**config.mk**
```make
export PLATFORM = sky130hd
export DESIGN_NAME = countdown_multi
export DESIGN_NICKNAME = d
export VERILOG_FILES = /design/src/rtl/countdown_multi.sv
export SDC_FILE = /design/constraint.sdc
export NUM_CORES = 1
export LEC_CHECK = 0
export ABC_CLOCK_PERIOD_IN_PS = 3000
export BUFFER_PORTS_ARGS = -buffer_cell sky130_fd_sc_hd__buf_2
export CAP_MARGIN = 30
export CELL_PAD_IN_SITES_DETAIL_PLACEMENT = 0
export CELL_PAD_IN_SITES_GLOBAL_PLACEMENT = 1
export CORE_MARGIN = 2
export CORE_UTILIZATION = 39
export DETAILED_ROUTE_END_ITERATION = 12
export HOLD_SLACK_MARGIN = 0.15
export PLACE_DENSITY = 0.77
export SETUP_SLACK_MARGIN = 0.4
export SLEW_MARGIN = 10
export SYNTH_ARGS = -nofsm -noshare
export SYNTH_HDL_FRONTEND = slang
export SYNTH_SLANG_ARGS = --single-unit
```
**constraint.sdc**
```tcl
create_clock -name CP -period 3 [get_ports CP]
set_input_delay 0.3 -clock CP [delete_from_list [all_inputs] [get_ports CP]]
set_output_delay 0.3 -clock CP [all_outputs]
set_load 0.1 [all_outputs]
```
**src/rtl/countdown_multi.sv**
```systemverilog
// countdown_multi
//   N-channel BCD hh:mm:ss countdown timer with a per-channel alarm.
//   A free-running prescaler makes the 1 s tick. Each channel has its own
//   IDLE/RUN/PAUSE/RINGING state machine. Load, start and stop commands act
//   only on the channel addressed by SEL.
//
// Ports
//   CP            clock, all state updates on the rising edge
//   CR            synchronous reset, active-high, overrides every other input
//   SEL           channel addressed by PE/START/STOP and shown on Q_*
//   PE            load D_H/D_M/D_S into channel SEL (checked for valid BCD)
//   D_H/D_M/D_S   BCD load data for hours, minutes and seconds
//   START/STOP    start/resume or pause channel SEL
//   CS            per-channel alarm silence, level sampled every cycle
//   Q_H/Q_M/Q_S   value of channel SEL, combinational mux (0 when SEL>=N_CH)
//   RUN/TC        per-channel registered "running" and "ringing" flags
//   RING          OR of TC
//   ERR           one-cycle registered pulse for a rejected load or START
module countdown_multi #(
  parameter int         N_CH      = 4,
  parameter int         SEL_W     = 2,
  parameter int         CLK_DIV   = 50000000,
  parameter int         RING_SECS = 60,
  parameter logic [7:0] HOUR_MAX  = 8'h23
) (
  input  logic             CP,
  input  logic             CR,
  input  logic [SEL_W-1:0] SEL,
  input  logic             PE,
  input  logic [7:0]       D_H,
  input  logic [7:0]       D_M,
  input  logic [7:0]       D_S,
  input  logic             START,
  input  logic             STOP,
  input  logic [N_CH-1:0]  CS,
  output logic [7:0]       Q_H,
  output logic [7:0]       Q_M,
  output logic [7:0]       Q_S,
  output logic [N_CH-1:0]  RUN,
  output logic [N_CH-1:0]  TC,
  output logic             RING,
  output logic             ERR
);

  localparam int             PW         = (CLK_DIV > 1) ? $clog2(CLK_DIV) : 1;
  localparam logic [PW-1:0]  PRESC_LAST = PW'(CLK_DIV - 1);
  localparam logic [7:0]     RING_INIT  = 8'(RING_SECS);

  typedef enum logic [1:0] {
    ST_IDLE  = 2'd0,
    ST_RUN   = 2'd1,
    ST_PAUSE = 2'd2,
    ST_RING  = 2'd3
  } state_e;

  // One BCD digit pair is valid when the low digit is 0..9 and the high
  // digit does not exceed hi_max.
  function automatic logic bcd_ok(input logic [7:0] v, input logic [3:0] hi_max);
    return (v[3:0] <= 4'd9) && (v[7:4] <= hi_max);
  endfunction

  // Decrement one BCD pair, 00 wraps to 59 (the caller handles the borrow).
  function automatic logic [7:0] pair_dec(input logic [7:0] v);
    logic [7:0] r;
    if (v[3:0] != 4'd0) begin
      r = {v[7:4], v[3:0] - 4'd1};
    end else if (v[7:4] != 4'd0) begin
      r = {v[7:4] - 4'd1, 4'd9};
    end else begin
      r = 8'h59;
    end
    return r;
  endfunction

  // hh:mm:ss minus one second with borrow; saturates at 00:00:00.
  function automatic logic [23:0] hms_dec(input logic [23:0] v);
    logic [23:0] r;
    r = v;
    if (v != 24'h000000) begin
      r[7:0] = pair_dec(v[7:0]);
      if (v[7:0] == 8'h00) begin
        r[15:8] = pair_dec(v[15:8]);
        if (v[15:8] == 8'h00) begin
          r[23:16] = pair_dec(v[23:16]);
        end else begin
          r[23:16] = v[23:16];
        end
      end else begin
        r[15:8] = v[15:8];
      end
    end else begin
      r = v;
    end
    return r;
  endfunction

  logic [PW-1:0]   presc_q, presc_d;
  logic            tick_s;
  logic [23:0]     val_q   [N_CH];
  logic [23:0]     val_d   [N_CH];
  state_e          state_q [N_CH];
  state_e          state_d [N_CH];
  logic [7:0]      ring_q  [N_CH];
  logic [7:0]      ring_d  [N_CH];
  logic [N_CH-1:0] run_q, tc_q;
  logic            err_q, err_d;
  logic [N_CH-1:0] hit_s;
  logic            load_ok_s;
  logic [23:0]     q_s;

  // Prescaler: tick in the cycle where the count sits at CLK_DIV-1.
  always_comb begin
    presc_d = presc_q;
    tick_s  = 1'b0;
    if (presc_q == PRESC_LAST) begin
      presc_d = '0;
      tick_s  = 1'b1;
    end else begin
      presc_d = presc_q + PW'(1);
    end
  end

  // Channel address decode and load-data validation.
  always_comb begin
    hit_s = '0;
    for (int i = 0; i < N_CH; i++) begin
      hit_s[i] = (SEL == SEL_W'(i));
    end
    load_ok_s = bcd_ok(D_S, 4'd5) && bcd_ok(D_M, 4'd5) && bcd_ok(D_H, 4'd9)
                && (D_H <= HOUR_MAX);
  end

  // Per-channel next state; priority PE > CS > STOP > START > tick.
  always_comb begin
    err_d = 1'b0;
    for (int i = 0; i < N_CH; i++) begin
      val_d[i]   = val_q[i];
      state_d[i] = state_q[i];
      ring_d[i]  = ring_q[i];
      if (hit_s[i] && PE) begin
        if (load_ok_s) begin
          val_d[i]   = {D_H, D_M, D_S};
          state_d[i] = ST_IDLE;
        end else begin
          err_d = 1'b1;
        end
      end else if (CS[i] && (state_q[i] == ST_RING)) begin
        state_d[i] = ST_IDLE;
      end else if (hit_s[i] && STOP && (state_q[i] == ST_RUN)) begin
        state_d[i] = ST_PAUSE;
      end else if (hit_s[i] && START &&
                   ((state_q[i] == ST_IDLE) || (state_q[i] == ST_PAUSE))) begin
        if (val_q[i] != 24'h000000) begin
          state_d[i] = ST_RUN;
        end else begin
          err_d = 1'b1;
        end
      end else if (tick_s) begin
        case (state_q[i])
          ST_RUN: begin
            // Expiry and entry into RINGING happen on the same edge.
            if (val_q[i] == 24'h000001) begin
              val_d[i]   = 24'h000000;
              state_d[i] = ST_RING;
              ring_d[i]  = RING_INIT;
            end else begin
              val_d[i] = hms_dec(val_q[i]);
            end
          end
          ST_RING: begin
            if (ring_q[i] == 8'd1) begin
              state_d[i] = ST_IDLE;
            end else begin
              ring_d[i] = ring_q[i] - 8'd1;
            end
          end
          default: begin
            state_d[i] = state_q[i];
          end
        endcase
      end else begin
        state_d[i] = state_q[i];
      end
    end
  end

  // State registers with synchronous reset.
  always_ff @(posedge CP) begin
    if (CR) begin
      presc_q <= '0;
      run_q   <= '0;
      tc_q    <= '0;
      err_q   <= 1'b0;
      for (int i = 0; i < N_CH; i++) begin
        val_q[i]   <= 24'h000000;
        state_q[i] <= ST_IDLE;
        ring_q[i]  <= 8'd0;
      end
    end else begin
      presc_q <= presc_d;
      err_q   <= err_d;
      for (int i = 0; i < N_CH; i++) begin
        val_q[i]   <= val_d[i];
        state_q[i] <= state_d[i];
        ring_q[i]  <= ring_d[i];
        run_q[i]   <= (state_d[i] == ST_RUN);
        tc_q[i]    <= (state_d[i] == ST_RING);
      end
    end
  end

  // Display mux of the selected channel; out-of-range SEL shows zero.
  always_comb begin
    q_s = 24'h000000;
    for (int i = 0; i < N_CH; i++) begin
      if (hit_s[i]) begin
        q_s = val_q[i];
      end else begin
        q_s = q_s;
      end
    end
  end

  assign Q_H  = q_s[23:16];
  assign Q_M  = q_s[15:8];
  assign Q_S  = q_s[7:0];
  assign RUN  = run_q;
  assign TC   = tc_q;
  assign RING = |tc_q;
  assign ERR  = err_q;

endmodule

```
==> reports/metrics.cfg <==
[yosys]
synth_xor_area_share_pct = 2.24
synth-compound-area-share_pct = 26.1
muxShareOfSynthArea_pct = 6.23
yosys.area_share.simple_pct = 28.1
yosys.cell_types.count = 88
synth.top_cell.area_share_pct = 30.1
ys_ff_latch = 171
synth_top_family_by_area = simple AND/OR/NAND/NOR gates
synthCells = 1471
synth_flop_cell = dfxtp_1
synth_edf_count = 0
synthAdderAreaFrac_pct = 2.31
syn_avg_cell_area_um2 = 7.72
synth_common_cells = dfxtp_1, nor2_1, a21oi_1
yosys-top-cells-area = dfxtp_1, a21oi_1, nor2_1
postSynth.asyncResetShare_pct = 0
syn_nets = 1527
synth.most_common_cell = dfxtp_1
synth_area_um2 = 11400
yosys_warnings = 0
yosysTopAreaCell = dfxtp_1
ys_seq_area_share_pct = 30.1

[grt]
grt_antenna_before_repair = 1
grt_use_total_pct = 27.1
overflow = 0
grt_pass1_vias = 11500
grt_pass1_wl_um = 65200
grt_max_degree = 67

[cts]
cts_max_level = 4
tritoncts = built
clock-sinks = 171
cts_root_buf = clkbuf_16
postCtsHoldBufs = 0
clkSlewWorstSetupHoldPaths_ps = 70
clk_latency_ps = 450
clk_path_buf_depth = 2
numCtsBuffers = 17

[placement]
dp_cells = 1921
port_buffers = 68
dp_hpwl_um = 30300
place_congestion = 0.921
dpl_cell_area_um2 = 12500

[route]
routed_wl_um = 42800
num_vias = 12400
route.detailed.drc = 0
final_antenna_net_count = 0
wl_per_cell_um = 21.6
routed_via_density = 6.25
drt-pass1-iter-count = 8
drt_iter0_drc = 1383

[power]
power_density_nw_per_um2 = 369
ir_drop_mv = 0.386
p_leak_nw = 5.09

[floorplan]
die_w_um = 175
die_h_um = 175
pin_count = 69
core_um2 = 28700
fp-row-count = 62
initial_core_util_pct = 39.6
die_area_um2 = 30500

[final_layout]
fin_area_um2 = 14000
layout-drive-gt1-share_pct = 22.9
final_util_pct = 48.7
fillers = 2814
stdcell_count = 1986
area_delta_synth_final_pct = 22.9
nets = 1644

[sta]
max_slew_margin_pct = 30.4
tns_ps = 0
setup_viol = 0
worstMarginPinSlew_ps = 1040
final.min_clock_period_ps = 2670
fmax_mhz = 375
hold_violations = 0
rsz0062_at_grt = true
finalCritPeriodShare_pct = 88.9
drv_slew = 0
finClkSkew_ps = 15.0

[flow_run]
cap_violations = 0

[worst_setup_path]
crit_fanout = 5
cp_data_arrival_time_ps = 3000
cp-start-kind = register
critPathKind = register to register
end_kind = register
ff2ff_path_depth = 6
crit_required_ps = 3340

[worst_hold_path]
hold_path_depth = 2
min_path_type = input port to register

[run_status]
status = completed

-- layout by cell type (no fill, tap or decap), drive strengths merged, types with 13 or more instances in the layout --
cell	synthesis	final
o21ai	96	96
xnor2	16	16
a211oi	18	18
a31oi	17	18
dfxtp	171	171
o31ai	16	16
ha	21	21
nand2	130	130
buf	16	179
o22ai	13	13
clkbuf	68	18
or3	24	24
nand3	56	56
o211ai	13	13
nor3b	18	18
inv	58	65
and3	16	16
nor2	149	149
nand4	25	25
xor2	13	13
mux4	24	24
a21oi	139	139
nor3	73	73
or4	14	14
nor4	35	35
-- final cells by class --
cell class | count | area [um2] | area share (%)
Clock buffer | 18 | 429 | 3.07
Sequential cell | 171 | 3450 | 24.7
Antenna cell | 1 | 2.50 | 0.0179
Inverter | 58 | 218 | 1.56
Tap cell | 384 | 480 | 3.44
Clock inverter | 14 | 206 | 1.48
Multi-Input combinational cell | 1161 | 7920 | 56.7
Timing Repair Buffer | 179 | 1260 | 9.03
-- flip-flops by register name (all words and copies together) (netlist names) --
name,count
ring_q,32
state_q,8
presc_q,26
ERR,1
val_q,96
TC,4
RUN,4
-- kinds of logic after synthesis --
kind of cell | after synthesis
AOI/OAI and AO/OA | 451
xor gates and xnor gates | 29
adders and majority gates | 21
buffers and inverters | 142
DFF | 171
muxes | 40
and+or+nand+nor | 617
-- final timing paths --
kind / slack, ps / from / endpoint
worst min register to register: 450 / presc_q[0]$_SDFF_PP0_ / presc_q[0]$_SDFF_PP0_
worst max-delay path: 330 / presc_q[10]$_SDFF_PP0_ / val_q[2][4]$_SDFFE_PP0P_
worst min-delay path: 220 / CR / state_q[3][0]$_SDFF_PP0_
worst max register to register: 330 / presc_q[10]$_SDFF_PP0_ / val_q[2][4]$_SDFFE_PP0P_
-- critical path: stages, from the launching register on --
cell	delay, ps
dfxtp_4	340
or4b_1	510
or4_4	460
or2_4	290
o32a_4	380
nor3_4	220
mux2_2	360
-- timing repair --
item                       CTS  global route
resized for setup           38            89
buffers inserted            12            17
setup endpoints to repair  121           118
pin swaps                    9            27
cloned                       1             2
-- power by group --
part	internal (W)	leakage (nW)	switching, W
combinational	0.000108	3.40	0.000278
clock	0.00142	0.306	0.00106
sequential	0.00227	1.38	0.00000593
total	0.00380	5.09	0.00135
-- routing by layer --
metal | share of wire, % | global-route usage, %
met1 | 43 | 37.3
met2 | 45 | 42.5
met3 | 8.7 | 4.55
met4 | 3.5 | 10.3
met5 | 0.030 | 0
-- stage by stage --
stage                     hold slack, ps  setup slack, ps  total power, W
after floorplan                      430              417         0.00253
after global placement               442             50.2         0.00269
after detailed placement             459            -87.3         0.00269
after CTS                            209              337         0.00516
after global routing                 227              256         0.00529
final                                219              333         0.00515
Power figures use the tool's default switching activity.
